$ cat config.mk
export PLATFORM = sky130hd
export DESIGN_NAME = encoder4to2_al_sync
export DESIGN_NICKNAME = d
export VERILOG_FILES = /design/src/rtl/encoder4to2_al_sync.sv
export SDC_FILE = /design/constraint.sdc
export NUM_CORES = 1
export LEC_CHECK = 0
export BUFFER_PORTS_ARGS = -buffer_cell sky130_fd_sc_hd__buf_2
export CAP_MARGIN = 10
export CORE_MARGIN = 4
export CORE_UTILIZATION = 56
export DETAILED_ROUTE_END_ITERATION = 6
export GPL_TIMING_DRIVEN = 1
export PLACE_DENSITY_LB_ADDON = 0.08
export RECOVER_POWER = 50
export SLEW_MARGIN = 20
export SYNTH_ARGS = -nofsm -noshare
export SYNTH_HDL_FRONTEND = slang
export SYNTH_SLANG_ARGS = --single-unit
$ cat constraint.sdc
create_clock -name clk -period 4.1 [get_ports clk]
set_input_delay 0 -clock clk [delete_from_list [all_inputs] [get_ports clk]]
set_output_delay 0 -clock clk [all_outputs]
set_load 0.05 [all_outputs]
$ cat src/rtl/encoder4to2_al_sync.sv
// Registered, debounced 4-to-2 priority encoder for active-low request lines.
// Codes are presented one per press on a valid/ready handshake.
module encoder4to2_al_sync #(
    parameter int DEB_CYCLES = 4,
    parameter int CNT_W      = 4
) (
    input  logic       clk,
    input  logic       rst_n,
    input  logic [3:0] y_n,
    input  logic       ready,
    output logic [1:0] w,
    output logic       valid,
    output logic       multi,
    output logic       ovf,
    output logic       idle
);

    typedef enum logic {S_IDLE, S_HELD} state_t;

    localparam logic [CNT_W-1:0] DEB_MAX  = CNT_W'(DEB_CYCLES);
    localparam logic [CNT_W-1:0] DEB_LAST = CNT_W'(DEB_CYCLES - 1);
    localparam logic [3:0]       NONE     = 4'b1111;

    logic [3:0]       s1_q, s1_d, s2_q, s2_d;
    logic [3:0]       cand_q, cand_d, stable_q, stable_d;
    logic [CNT_W-1:0] cnt_q, cnt_d;
    state_t           state_q, state_d;
    logic [1:0]       last_code_q, last_code_d;
    logic             ev_q, ev_d;
    logic [1:0]       ev_code_q, ev_code_d;
    logic             ev_multi_q, ev_multi_d;
    logic [1:0]       w_q, w_d;
    logic             valid_q, valid_d;
    logic             multi_q, multi_d;
    logic             ovf_q, ovf_d;
    logic             idle_q, idle_d;

    function automatic logic [1:0] enc(input logic [3:0] p);
        if (!p[3])      return 2'b11;
        else if (!p[2]) return 2'b10;
        else if (!p[1]) return 2'b01;
        else            return 2'b00;
    endfunction

    function automatic logic many_low(input logic [3:0] p);
        return ($countones(~p) >= 2);
    endfunction

    always_comb begin
        s1_d     = y_n;
        s2_d     = s1_q;
        cand_d   = cand_q;
        cnt_d    = cnt_q;
        stable_d = stable_q;
        if (s2_q != cand_q) begin
            cand_d = s2_q;
            cnt_d  = '0;
        end else begin
            if (cnt_q < DEB_MAX)
                cnt_d = cnt_q + CNT_W'(1);
            if (cnt_q == DEB_LAST)
                stable_d = cand_q;
        end
    end

    // The FSM looks at the pattern being committed this edge, so the event
    // flop and idle update together with stable; the output stage acts a cycle later.
    always_comb begin
        state_d     = state_q;
        last_code_d = last_code_q;
        ev_d        = 1'b0;
        ev_code_d   = ev_code_q;
        ev_multi_d  = ev_multi_q;
        idle_d      = (stable_d == NONE);
        case (state_q)
            S_IDLE: begin
                if (stable_d != NONE) begin
                    state_d     = S_HELD;
                    ev_d        = 1'b1;
                    ev_code_d   = enc(stable_d);
                    ev_multi_d  = many_low(stable_d);
                    last_code_d = enc(stable_d);
                end
            end
            S_HELD: begin
                if (stable_d == NONE) begin
                    state_d = S_IDLE;
                end else if (enc(stable_d) != last_code_q) begin
                    ev_d        = 1'b1;
                    ev_code_d   = enc(stable_d);
                    ev_multi_d  = many_low(stable_d);
                    last_code_d = enc(stable_d);
                end
            end
            default: state_d = S_IDLE;
        endcase
    end

    always_comb begin
        w_d     = w_q;
        multi_d = multi_q;
        valid_d = valid_q;
        ovf_d   = ev_q && valid_q && !ready;
        if (ev_q && (!valid_q || ready)) begin
            w_d     = ev_code_q;
            multi_d = ev_multi_q;
            valid_d = 1'b1;
        end else if (valid_q && ready) begin
            valid_d = 1'b0;
        end
    end

    // Release of rst_n is expected to be synchronous to clk.
    always_ff @(posedge clk or negedge rst_n) begin
        if (!rst_n) begin
            s1_q        <= NONE;
            s2_q        <= NONE;
            cand_q      <= NONE;
            stable_q    <= NONE;
            cnt_q       <= '0;
            state_q     <= S_IDLE;
            last_code_q <= 2'b00;
            ev_q        <= 1'b0;
            ev_code_q   <= 2'b00;
            ev_multi_q  <= 1'b0;
            w_q         <= 2'b00;
            valid_q     <= 1'b0;
            multi_q     <= 1'b0;
            ovf_q       <= 1'b0;
            idle_q      <= 1'b1;
        end else begin
            s1_q        <= s1_d;
            s2_q        <= s2_d;
            cand_q      <= cand_d;
            stable_q    <= stable_d;
            cnt_q       <= cnt_d;
            state_q     <= state_d;
            last_code_q <= last_code_d;
            ev_q        <= ev_d;
            ev_code_q   <= ev_code_d;
            ev_multi_q  <= ev_multi_d;
            w_q         <= w_d;
            valid_q     <= valid_d;
            multi_q     <= multi_d;
            ovf_q       <= ovf_d;
            idle_q      <= idle_d;
        end
    end

    assign w     = w_q;
    assign valid = valid_q;
    assign multi = multi_q;
    assign ovf   = ovf_q;
    assign idle  = idle_q;

endmodule

==> key figures <==
Clock tree
  – Clk sinks: 31
  – CTS Hold Buffers Added: 6
  – Max clock buf depth: 2
  – PostCTS Resize Cnt: 0
  – CTS tree: done
  – Setup Buffers After CTS: 0
  – Root buf cell: clkbuf_4
  – CTS HTree Levels: 2
  – Total CTS buffers: 5
  – Clock latency on the worst-skew pair: 320 ps
  – Reg clk slew, reported paths: 100 ps

Synth
  – Number of synthesized flops with an enable pin: 0
  – Ys Warns: 0
  – Most area-consuming cells after synthesis: dfstp_2, dfrtp_1, inv_1, nand2_1, xor2_1
  – Post-synth ARST share: 100.0%
  – Post-synthesis compound-gate area fraction: 11.75%
  – Synth area leader: dfstp_2
  – Syn Inst Count: 112
  – Seq cells post-synth: 31
  – Top cell type's share of synthesized area: 33.84%
  – Most used DFF post-synth: dfstp_2
  – Largest family of logic cells by synthesized area: compound AO/OA/AOI/OAI gates
  – Xor and xnor fraction of the mapped netlist area: 3.318%
  – Post-synthesis adder-cell area fraction: 3.412%
  – Syn Nets: 122
  – Post-Synth Simple-Gate Area: 11.00%
  – Sequential area share after synthesis: 60.38%
  – Mux contribution to synthesized area: 4.834%
  – Mapped Area: 1320 um2
  – Avg Inst Size Synth: 11.79 um2
  – Yosys cell types: 39

Routing
  – # DRC: 0
  – Routed wire length: 2161 um
  – Vias: 860
  – WL/cell: 13.59 um
  – Vias per Instance: 5.409
  – Number of DRC markers in iteration 0: 29
  – Drt first pass iters: 4
  – Final ANT Viol Nets: 0

Timing
  – Final Hold Viols: 0
  – Worst hold slack: 312.9 ps
  – Final setup violation count: 0
  – Setup TNS: 0 ps
  – RSZ-0062 raised after global routing: no
  – Slew headroom: -4.277%
  – Pins Over Slew Limit: 32
  – Fmax: 309.0 MHz
  – Slew @ Worst Pin: 1564 ps
  – Clock period minus worst slack: 3237 ps
  – Tcrit/Tclk final: 78.95%
  – Clk_skew: 3.767 ps

Global routing
  – Grt ovf: 0
  – Initial antenna violation count: 0
  – Largest net degree at the start of global routing: 32
  – First-pass GRT wire length: 3829 um
  – Vias in the first global route: 882
  – GRT Overall Usage: 15.93%

Critical path
  – Worst R2R Setup Slack: 860 ps
  – Worst setup SP type: flop
  – Critical path capture point: ev_multi_q
  – Reg2reg end: ev_multi_q
  – CP Data Arrival Time: 3490 ps
  – Setup Crit Path Kind: flop to flop
  – Crit path from: s2_q[3]
  – Critical path data required time: 4350 ps
  – CP endpoint kind: flop
  – Launch point of the worst reg-to-reg path: s2_q[3]
  – R2R depth: 9
  – Critical-path maximum fanout: 8

Power and ir drop
  – Sw Ratio: 35.53%
  – Flop pwr share: 51.0%
  – Pwr/cell area: 477.9 nW/um2
  – Int Power: 461.8 uW
  – P_sw: 254.5 uW
  – Power, Total: 716.4 uW
  – Logic pwr share: 25.3%
  – Lkg Pwr: 0.6790 nW
  – VDD IR max: 0.3315 mV
  – Clock power share: 23.7%

Place
  – Post-DP HPWL: 1490 um
  – Post-Place Cells: 145
  – Port bufs: 12
  – RD Place Congestion: 0.9421

Cells and area
  – Finished Layout Cells: 159
  – # fillers: 182
  – Finished Core Util: 67.11%
  – Area growth, synth to finish: 13.55%
  – Final #Nets: 140
  – Most frequent cells in the layout: dfrtp_1, dfstp_2, buf_2
  – Layout cell share with drive strength beyond 1: 28.24%
  – Antenna fix cells: 0
  – Commonest non-fill, non-tap cell in the layout: dfrtp_1

Die
  – Io pins: 13
  – Die width: 56.55 um
  – Rows: 17
  – Core Area: 2233 um2
  – Chip height: 56.55 um
  – Initial cell density of the core: 59.10%
  – Die area: 3198 um2

Job
  – Max cap viols: 1

Run status
  – Outcome: finished with violations
  – Failing checks: capacitance limit, slew limit

Hold path
  – HP Start: y_n[0]
  – Worst Hold Class: input port to flop
power groups by stage:
stage | combinational [mW] | sequential, mW | clock, mW
after floorplan | 0.0738 | 0.430 | 0
after global placement | 0.176 | 0.370 | 0
after detailed placement | 0.178 | 0.372 | 0
after CTS | 0.182 | 0.366 | 0.178
after global routing | 0.198 | 0.372 | 0.194
final | 0.181 | 0.365 | 0.170
cell families after synthesis:
logic type	after synthesis
adder cells (fa/ha/maj)	3
multiplexers	6
buffers and inverters	17
XOR/XNOR	5
flip-flops	31
AO/OA/AOI/OAI	22
AND/OR/NAND/NOR	28
sequential cells by signal, summed over array words and instances (netlist names):
| register | cells |
|---|---|
| cand_q | 4 |
| cnt_q | 4 |
| s1_q | 4 |
| s2_q | 4 |
| stable_q | 4 |
| ev_code_q | 2 |
| w | 2 |
| ev_multi_q | 1 |
| ev_q | 1 |
| idle | 1 |
| multi | 1 |
| ovf | 1 |
| state_q | 1 |
| valid | 1 |
critical path, stage by stage (launching register included):
cell	delay, ps
dfstp_1	670
xor2_1	100
or4_1	630
or2_0	400
mux2_2	380
ha_1	270
o2111a_1	140
nor2_1	170
o311a_1	220
mux2i_1	180
layout make-up:
type                    count  area (um2)  share of cell area, %
clock buffers               5       37.54                  2.504
well taps                  28       35.03                  2.337
flip-flops and latches     31       797.0                  53.17
repair buffers             18       118.9                  7.930
multi-input cells          64       452.9                  30.22
inverters                  10       37.54                  2.504
clock inverters             3       20.02                  1.336
synth_stat cells (2+ instances only):
cell type  count
a21oi_1        3
buf_2          2
clkbuf_1       4
dfrtp_1       14
dfstp_2       17
ha_1           2
inv_1         10
mux2_2         3
mux2i_1        3
nand2_1       10
nand3_1        2
nor2_1         7
o211ai_1       2
o21ai_0        5
xor2_1         4
per-stage QoR:
stage / worst slack [ps] / instance area, um2
CTS: 923.3 / 1500
finish: 863.2 / 1499
detailed placement: 942.5 / 1383
global placement: 1027 / 1383
floorplan: 1219 / 1320
global route: 643.6 / 1499
worst min-delay path by stage:
stage	endpoint	slack, ps	depth (start not counted)
5_1_grt	s1_q[0]	290	2
4_1_cts	cnt_q[3]	230	2
2_1_floorplan	cnt_q[0]	-300	0
3_5_place_dp	ovf	60	1
6_report	s1_q[0]	310	2
3_3_place_gp	ovf	50	1
layer usage:
| layer | share of wire [%] | up-vias | global-route usage, % |
|---|---|---|---|
| met5 | 0 | - | 0 |
| met4 | 3.9 | 0 | 11.19 |
| met3 | 6.9 | 10 | 5.977 |
| met2 | 44 | 35 | 21.29 |
| met1 | 45 | 398 | 20.99 |
| li1 | - | 417 | - |
(Power assumes the default switching activity.)
